$ cat config.mk
export PLATFORM = sky130hd
export DESIGN_NAME = argmax_result_collector_flat
export DESIGN_NICKNAME = d
export VERILOG_FILES = /design/src/rtl/argmax_result_collector_if.sv /design/src/rtl/argmax_result_collector.sv /design/src/flat_wrapper.sv
export SDC_FILE = /design/constraint.sdc
export NUM_CORES = 1
export LEC_CHECK = 0
export CAP_MARGIN = 20
export CELL_PAD_IN_SITES_DETAIL_PLACEMENT = 1
export CELL_PAD_IN_SITES_GLOBAL_PLACEMENT = 1
export CORE_ASPECT_RATIO = 0.8
export CORE_MARGIN = 2
export CORE_UTILIZATION = 50
export DETAILED_ROUTE_END_ITERATION = 6
export GPL_ROUTABILITY_DRIVEN = 0
export PLACE_DENSITY_LB_ADDON = 0.2
export SLEW_MARGIN = 20
export SYNTH_ARGS = -nofsm -noshare
export SYNTH_HDL_FRONTEND = slang
export SYNTH_SLANG_ARGS = --single-unit
$ cat constraint.sdc
create_clock -name clk -period 5.5 [get_ports clk]
set_clock_uncertainty 0.1 [all_clocks]
set_input_delay 1.65 -clock clk [delete_from_list [all_inputs] [get_ports clk]]
set_output_delay 1.65 -clock clk [all_outputs]
set_load 0.005 [all_outputs]
$ cat src/rtl/argmax_result_collector_if.sv
`default_nettype none
// ============================================================================
//  Module      : argmax_result_collector_if
//  Description : Result-capture and output-stream signals of the argmax
//                result collector. The master modport is the environment
//                (cell chain + host); the slave modport is the collector.
//  Revision    : 1.0 - initial release
// ============================================================================
interface argmax_result_collector_if #(
    parameter int RESULT_WIDTH = 16,
    parameter int COUNT_WIDTH  = 16
);
    logic [RESULT_WIDTH:0]   input_result;
    logic [RESULT_WIDTH-1:0] output_data;
    logic                    output_valid;
    logic                    output_ready;
    logic                    fifo_full;
    logic                    overflow;
    logic [COUNT_WIDTH-1:0]  result_count;

    modport master (
        output input_result,
        output output_ready,
        input  output_data,
        input  output_valid,
        input  fifo_full,
        input  overflow,
        input  result_count
    );

    modport slave (
        input  input_result,
        input  output_ready,
        output output_data,
        output output_valid,
        output fifo_full,
        output overflow,
        output result_count
    );
endinterface
`default_nettype wire

$ cat src/rtl/argmax_result_collector.sv
`default_nettype none
// ============================================================================
//  Module      : argmax_result_collector
//  Description : Captures valid argmax results from the last cell, buffers
//                them in a first-word-fall-through FIFO, streams them out on
//                valid/ready, counts accepted results and flags drops.
//  Revision    : 1.0 - initial release
// ============================================================================
module argmax_result_collector #(
    parameter int RESULT_WIDTH = 16,
    parameter int FIFO_DEPTH   = 8,
    parameter int COUNT_WIDTH  = 16
) (
    input  wire logic               clk,
    input  wire logic               reset,
    argmax_result_collector_if.slave bus
);
    localparam int              c_ptr_w      = (FIFO_DEPTH > 1) ? $clog2(FIFO_DEPTH) : 1;
    localparam logic [c_ptr_w:0] c_fifo_depth = (c_ptr_w + 1)'(FIFO_DEPTH);

    logic [RESULT_WIDTH-1:0] mem_q [FIFO_DEPTH];
    logic [RESULT_WIDTH-1:0] mem_d [FIFO_DEPTH];
    logic [c_ptr_w-1:0]      rd_ptr_q, rd_ptr_d;
    logic [c_ptr_w-1:0]      wr_ptr_q, wr_ptr_d;
    logic [c_ptr_w:0]        count_q, count_d;
    logic                    overflow_q, overflow_d;
    logic [COUNT_WIDTH-1:0]  result_count_q, result_count_d;

    logic w_push_req;
    logic w_valid;
    logic w_full;
    logic w_pop;
    logic w_push_acc;
    logic w_drop;

    // Handshake qualifiers; status flags come only from registered occupancy
    always_comb begin
        w_push_req = bus.input_result[RESULT_WIDTH];
        w_valid    = (count_q != '0);
        w_full     = (count_q == c_fifo_depth);
        w_pop      = w_valid & bus.output_ready;
        w_push_acc = w_push_req & (~w_full | w_pop);
        w_drop     = w_push_req & w_full & ~w_pop;
    end

    // Next-state computation for storage, pointers, occupancy and statistics
    always_comb begin
        mem_d          = mem_q;
        rd_ptr_d       = rd_ptr_q;
        wr_ptr_d       = wr_ptr_q;
        count_d        = count_q;
        overflow_d     = overflow_q | w_drop;
        result_count_d = result_count_q;

        if (w_push_acc) begin
            mem_d[wr_ptr_q] = bus.input_result[RESULT_WIDTH-1:0];
            wr_ptr_d        = wr_ptr_q + 1'b1;
            result_count_d  = result_count_q + 1'b1;
        end
        if (w_pop) begin
            rd_ptr_d = rd_ptr_q + 1'b1;
        end

        // Push with pop (including when full) leaves occupancy unchanged
        case ({w_push_acc, w_pop})
            2'b10:   count_d = count_q + 1'b1;
            2'b01:   count_d = count_q - 1'b1;
            default: count_d = count_q;
        endcase
    end

    // State register; reset discards buffered entries and overrides push/pop
    always_ff @(posedge clk) begin
        if (reset) begin
            mem_q          <= '{default: '0};
            rd_ptr_q       <= '0;
            wr_ptr_q       <= '0;
            count_q        <= '0;
            overflow_q     <= 1'b0;
            result_count_q <= '0;
        end else begin
            mem_q          <= mem_d;
            rd_ptr_q       <= rd_ptr_d;
            wr_ptr_q       <= wr_ptr_d;
            count_q        <= count_d;
            overflow_q     <= overflow_d;
            result_count_q <= result_count_d;
        end
    end

    // FWFT output: head entry shown directly, forced to zero while empty
    always_comb begin
        bus.output_valid = w_valid;
        bus.output_data  = w_valid ? mem_q[rd_ptr_q] : '0;
        bus.fifo_full    = w_full;
        bus.overflow     = overflow_q;
        bus.result_count = result_count_q;
    end
endmodule
`default_nettype wire
$ cat src/flat_wrapper.sv
// flat-port wrapper written by rule: the top's interface ports become plain ports
module argmax_result_collector_flat 
#(
    parameter int RESULT_WIDTH = 16,
    parameter int FIFO_DEPTH   = 8,
    parameter int COUNT_WIDTH  = 16
)
  (clk, reset, bus_input_result, bus_output_ready, bus_output_data, bus_output_valid, bus_fifo_full, bus_overflow, bus_result_count);
  argmax_result_collector_if #(.RESULT_WIDTH(RESULT_WIDTH), .COUNT_WIDTH(COUNT_WIDTH)) bus_i ();
  input  wire logic clk;
  input  wire logic reset;
  input wire logic [$bits(bus_i.input_result)-1:0] bus_input_result;
  input wire logic [$bits(bus_i.output_ready)-1:0] bus_output_ready;
  output wire logic [$bits(bus_i.output_data)-1:0] bus_output_data;
  output wire logic [$bits(bus_i.output_valid)-1:0] bus_output_valid;
  output wire logic [$bits(bus_i.fifo_full)-1:0] bus_fifo_full;
  output wire logic [$bits(bus_i.overflow)-1:0] bus_overflow;
  output wire logic [$bits(bus_i.result_count)-1:0] bus_result_count;
  assign bus_i.input_result = bus_input_result;
  assign bus_i.output_ready = bus_output_ready;
  assign bus_output_data = bus_i.output_data;
  assign bus_output_valid = bus_i.output_valid;
  assign bus_fifo_full = bus_i.fifo_full;
  assign bus_overflow = bus_i.overflow;
  assign bus_result_count = bus_i.result_count;
  argmax_result_collector #(.RESULT_WIDTH(RESULT_WIDTH), .FIFO_DEPTH(FIFO_DEPTH), .COUNT_WIDTH(COUNT_WIDTH)) u_core (.clk(clk), .reset(reset), .bus(bus_i));
endmodule
==> summary.md <==
| Metric | Value |
|---|---|
| Max cap viols | `0` |
| CP max FO | `18` |
| Sequential element share of the synthesized area | `0.436` |
| Critical-path cell list | `buf_12 -> mux4_2 -> mux2i_1 -> nor2_1 -> clkdlybuf4s50_1` |
| Storage element area | `3100 sq um` |
| Post-route ant nets | `0` |
| Post-Synth XOR/XNOR Area | `0.0185` |
| Remaining Overflow, GRT | `0` |
| Yosys top cell area share | `0.436` |
| Num CTS Buffers | `17` |
| Leading area contributor after synthesis | `dfxtp_1` |
| Final Setup Violations | `0` |
| Multi-input logic area | `3640 sq um` |
| Drt total wl | `17600 um` |
| Startpoint Class | `flip-flop` |
| Setup Fix Bufs, Post-CTS | `0` |
| Area growth, synth to finish | `16.4%` |
| Most common cell in the netlist | `nor2_1` |
| Post-layout min period | `4.49 ns` |
| Type of the worst setup path | `flip-flop to output pin` |
| Post-Syn Instances | `660` |
| Global Route Usage Sum | `0.244` |
| Final Cell Area | `8280 sq um` |
| DRT Pass-1 Iters | `4` |
| # hold bufs at CTS | `0` |
| Crit end category | `output pin` |
| Initial Utilization | `0.518` |
| Global-route wire length before repair | `28400 um` |
| Post-synthesis register bit count | `155` |
| Residual DRC | `0` |
| Part of the cycle the worst path needs | `0.817` |
| Die X | `137 um` |
| Setup tns final | `0 ns` |
| Slew Viols, Final | `0` |
| CTS tree | `yes` |
| Mux cell area share after synthesis | `0.311` |
| Largest family of logic cells by synthesized area | `multiplexers` |
| Final count of hold timing violations | `0` |
| Crit path buffers/inverters | `2` |
| CTS root buf | `clkbuf_16` |
| Peak Freq | `223 MHz` |
| Die Height | `111 um` |
| Initial antenna violation count | `0` |
| Syn Std Cell Area | `7110 sq um` |
| Pwr Total | `3180 uW` |
| Rows | `38` |
| Worst Max-Slew Pin Slew | `0.997 ns` |
| Nets@finish | `705` |
| N_diodes | `0` |
| Avg Cell Area, Syn | `10.8 sq um` |
| Post-synth top flop | `dfxtp_1` |
| Top delay family on crit path | `flip-flops` |
| Largest net degree at the start of global routing | `106` |
| Synth Area in Compound Gates | `0.0515` |
| Clk Latency, worst-skew pair | `0.43 ns` |
| Clock Sinks | `155` |
| Vias in the first global route | `5335` |
| Slowest CP cell | `dfxtp_2` |
| Clock transition at path regs | `0.06 ns` |
| Yosys cell types | `38` |
| Top cells by area, synth | `dfxtp_1 44%, mux2i_1 21%, mux4_2 10%, nor2_1 8.7%, clkbuf_1 1.8%` |
| Via-to-Cell Ratio | `5.68` |
| Post-Syn Nets | `686` |
| Final core utilization | `0.603` |
| Leakage Power | `0.00380 uW` |
| Post-CTS sizing | `0` |
| Ports | `55` |
| Port Buffers | `54` |
| Synth top cells by count | `164 x nor2_1, 155 x dfxtp_1, 148 x mux2i_1` |
| WL/cell | `20.2 um` |
| Post-synth ARST share | `0` |
| Post-synth EDFFs | `0` |
| Peak supply drop | `0.258 mV` |
| DP HPWL | `10800 um` |
| Max-slew headroom | `0.333` |
| Slowest stage delay, CP | `0.77 ns` |
| Pwr/cell area | `384 nW/um^2` |
| Fill cells | `1418` |
| DR iter-0 viols | `214` |
| Synth Area in Simple Gates | `0.118` |
| CP required | `3.75 ns` |
| Critical path arrival | `2.74 ns` |
| Core box area | `13700 sq um` |
| H-tree Lvls | `4` |
| Die area | `15200 sq um` |
| Status | `finished, final reports clean` |
| Hold WC Path Type | `flip-flop to flip-flop` |
| Cell Area, Placed | `7610 sq um` |
| Min Hold Slack | `0.392 ns` |
| Synth Area in Adders | `0.0106` |
| Number of synthesis warnings | `0` |
| Layout cell share with drive strength beyond 1 | `0.123` |
| Total number of vias | `4952` |
| RSZ-0062 raised after global routing | `no` |
| Longest Clk Path Bufs | `2` |
[worst register-to-register path, delay by kind of cell (launching register included)]
family,cells,cell delay (ns)
buffers and inverters,2,0.46
AND/OR/NAND/NOR,3,1.07
XOR/XNOR,2,0.28
adder cells (fa/ha/maj),2,0.46
AO/OA/AOI/OAI,2,0.33
flip-flops,1,0.39
[layout make-up]
| type | instances | share of cell area |
|---|---|---|
| Multi-Input combinational cell | 437 | 0.439 |
| Clock buffer | 21 | 0.0580 |
| Inverter | 7 | 0.00317 |
| Tap cell | 180 | 0.0272 |
| Clock inverter | 11 | 0.0228 |
| Sequential cell | 155 | 0.375 |
| Timing Repair Buffer | 61 | 0.0748 |
[flip-flops by register name, summed over array words and instances (netlist names)]
register                 count
u_core.bus.result_count     16
u_core.mem_q               128
u_core.rd_ptr_q              3
u_core.bus.overflow          1
u_core.wr_ptr_q              3
u_core.count_q               4
[layout by cell type (no fill, tap or decap), drive strengths merged, types with 2 or more instances in the layout]
cell type	n
bufinv	5
mux2i	148
clkinvlp	2
clkbuf	21
dfxtp	155
xnor2	3
ha	6
xor2	12
nand3	3
buf	8
nand2	2
nor2b	5
nor2	164
clkinv	4
clkdlybuf4s50	53
o2111ai	5
a21oi	11
and4	4
o21ai	12
inv	7
and3	2
mux4	32
or3	8
and4b	2
o211ai	8
[final timing paths]
kind                                          from                 end  depth (start not counted)  slack [ns]
worst max register to register   u_core.count_q[0]   u_core.count_q[2]                         11        2.34
worst max-delay path            u_core.rd_ptr_q[0]  bus_output_data[7]                          5        1.01
worst min register to register    u_core.mem_q[78]    u_core.mem_q[78]                          2        0.39
worst min-delay path              u_core.mem_q[78]    u_core.mem_q[78]                          2        0.39
[where the power goes]
| part | switching, uW | internal (uW) |
|---|---|---|
| registers | 84.6 | 1180 |
| logic | 321 | 290 |
| clock network | 460 | 852 |
[cells by family after synthesis]
family,Yosys count
mux,181
fa+ha+maj,6
buf+inv,68
compound gates,39
xor+xnor,15
simple gates,196
flops,155
[through the flow]
stage,setup WS [ns],cells
final,1.01,872
after global routing,0.813,872
after CTS,0.936,872
after detailed placement,1.25,840
after global placement,1.36,840
after floorplan,1.59,660
[per-layer routing]
| layer | GRT usage | share of wire | up-vias |
|---|---|---|---|
| met5 | 0 | 0 | - |
| met4 | 0.0832 | 0.015 | 0 |
| met3 | 0.0521 | 0.036 | 25 |
| met2 | 0.396 | 0.49 | 84 |
| met1 | 0.322 | 0.46 | 2512 |
| li1 | - | - | 2331 |
(Power assumes the default switching activity.)
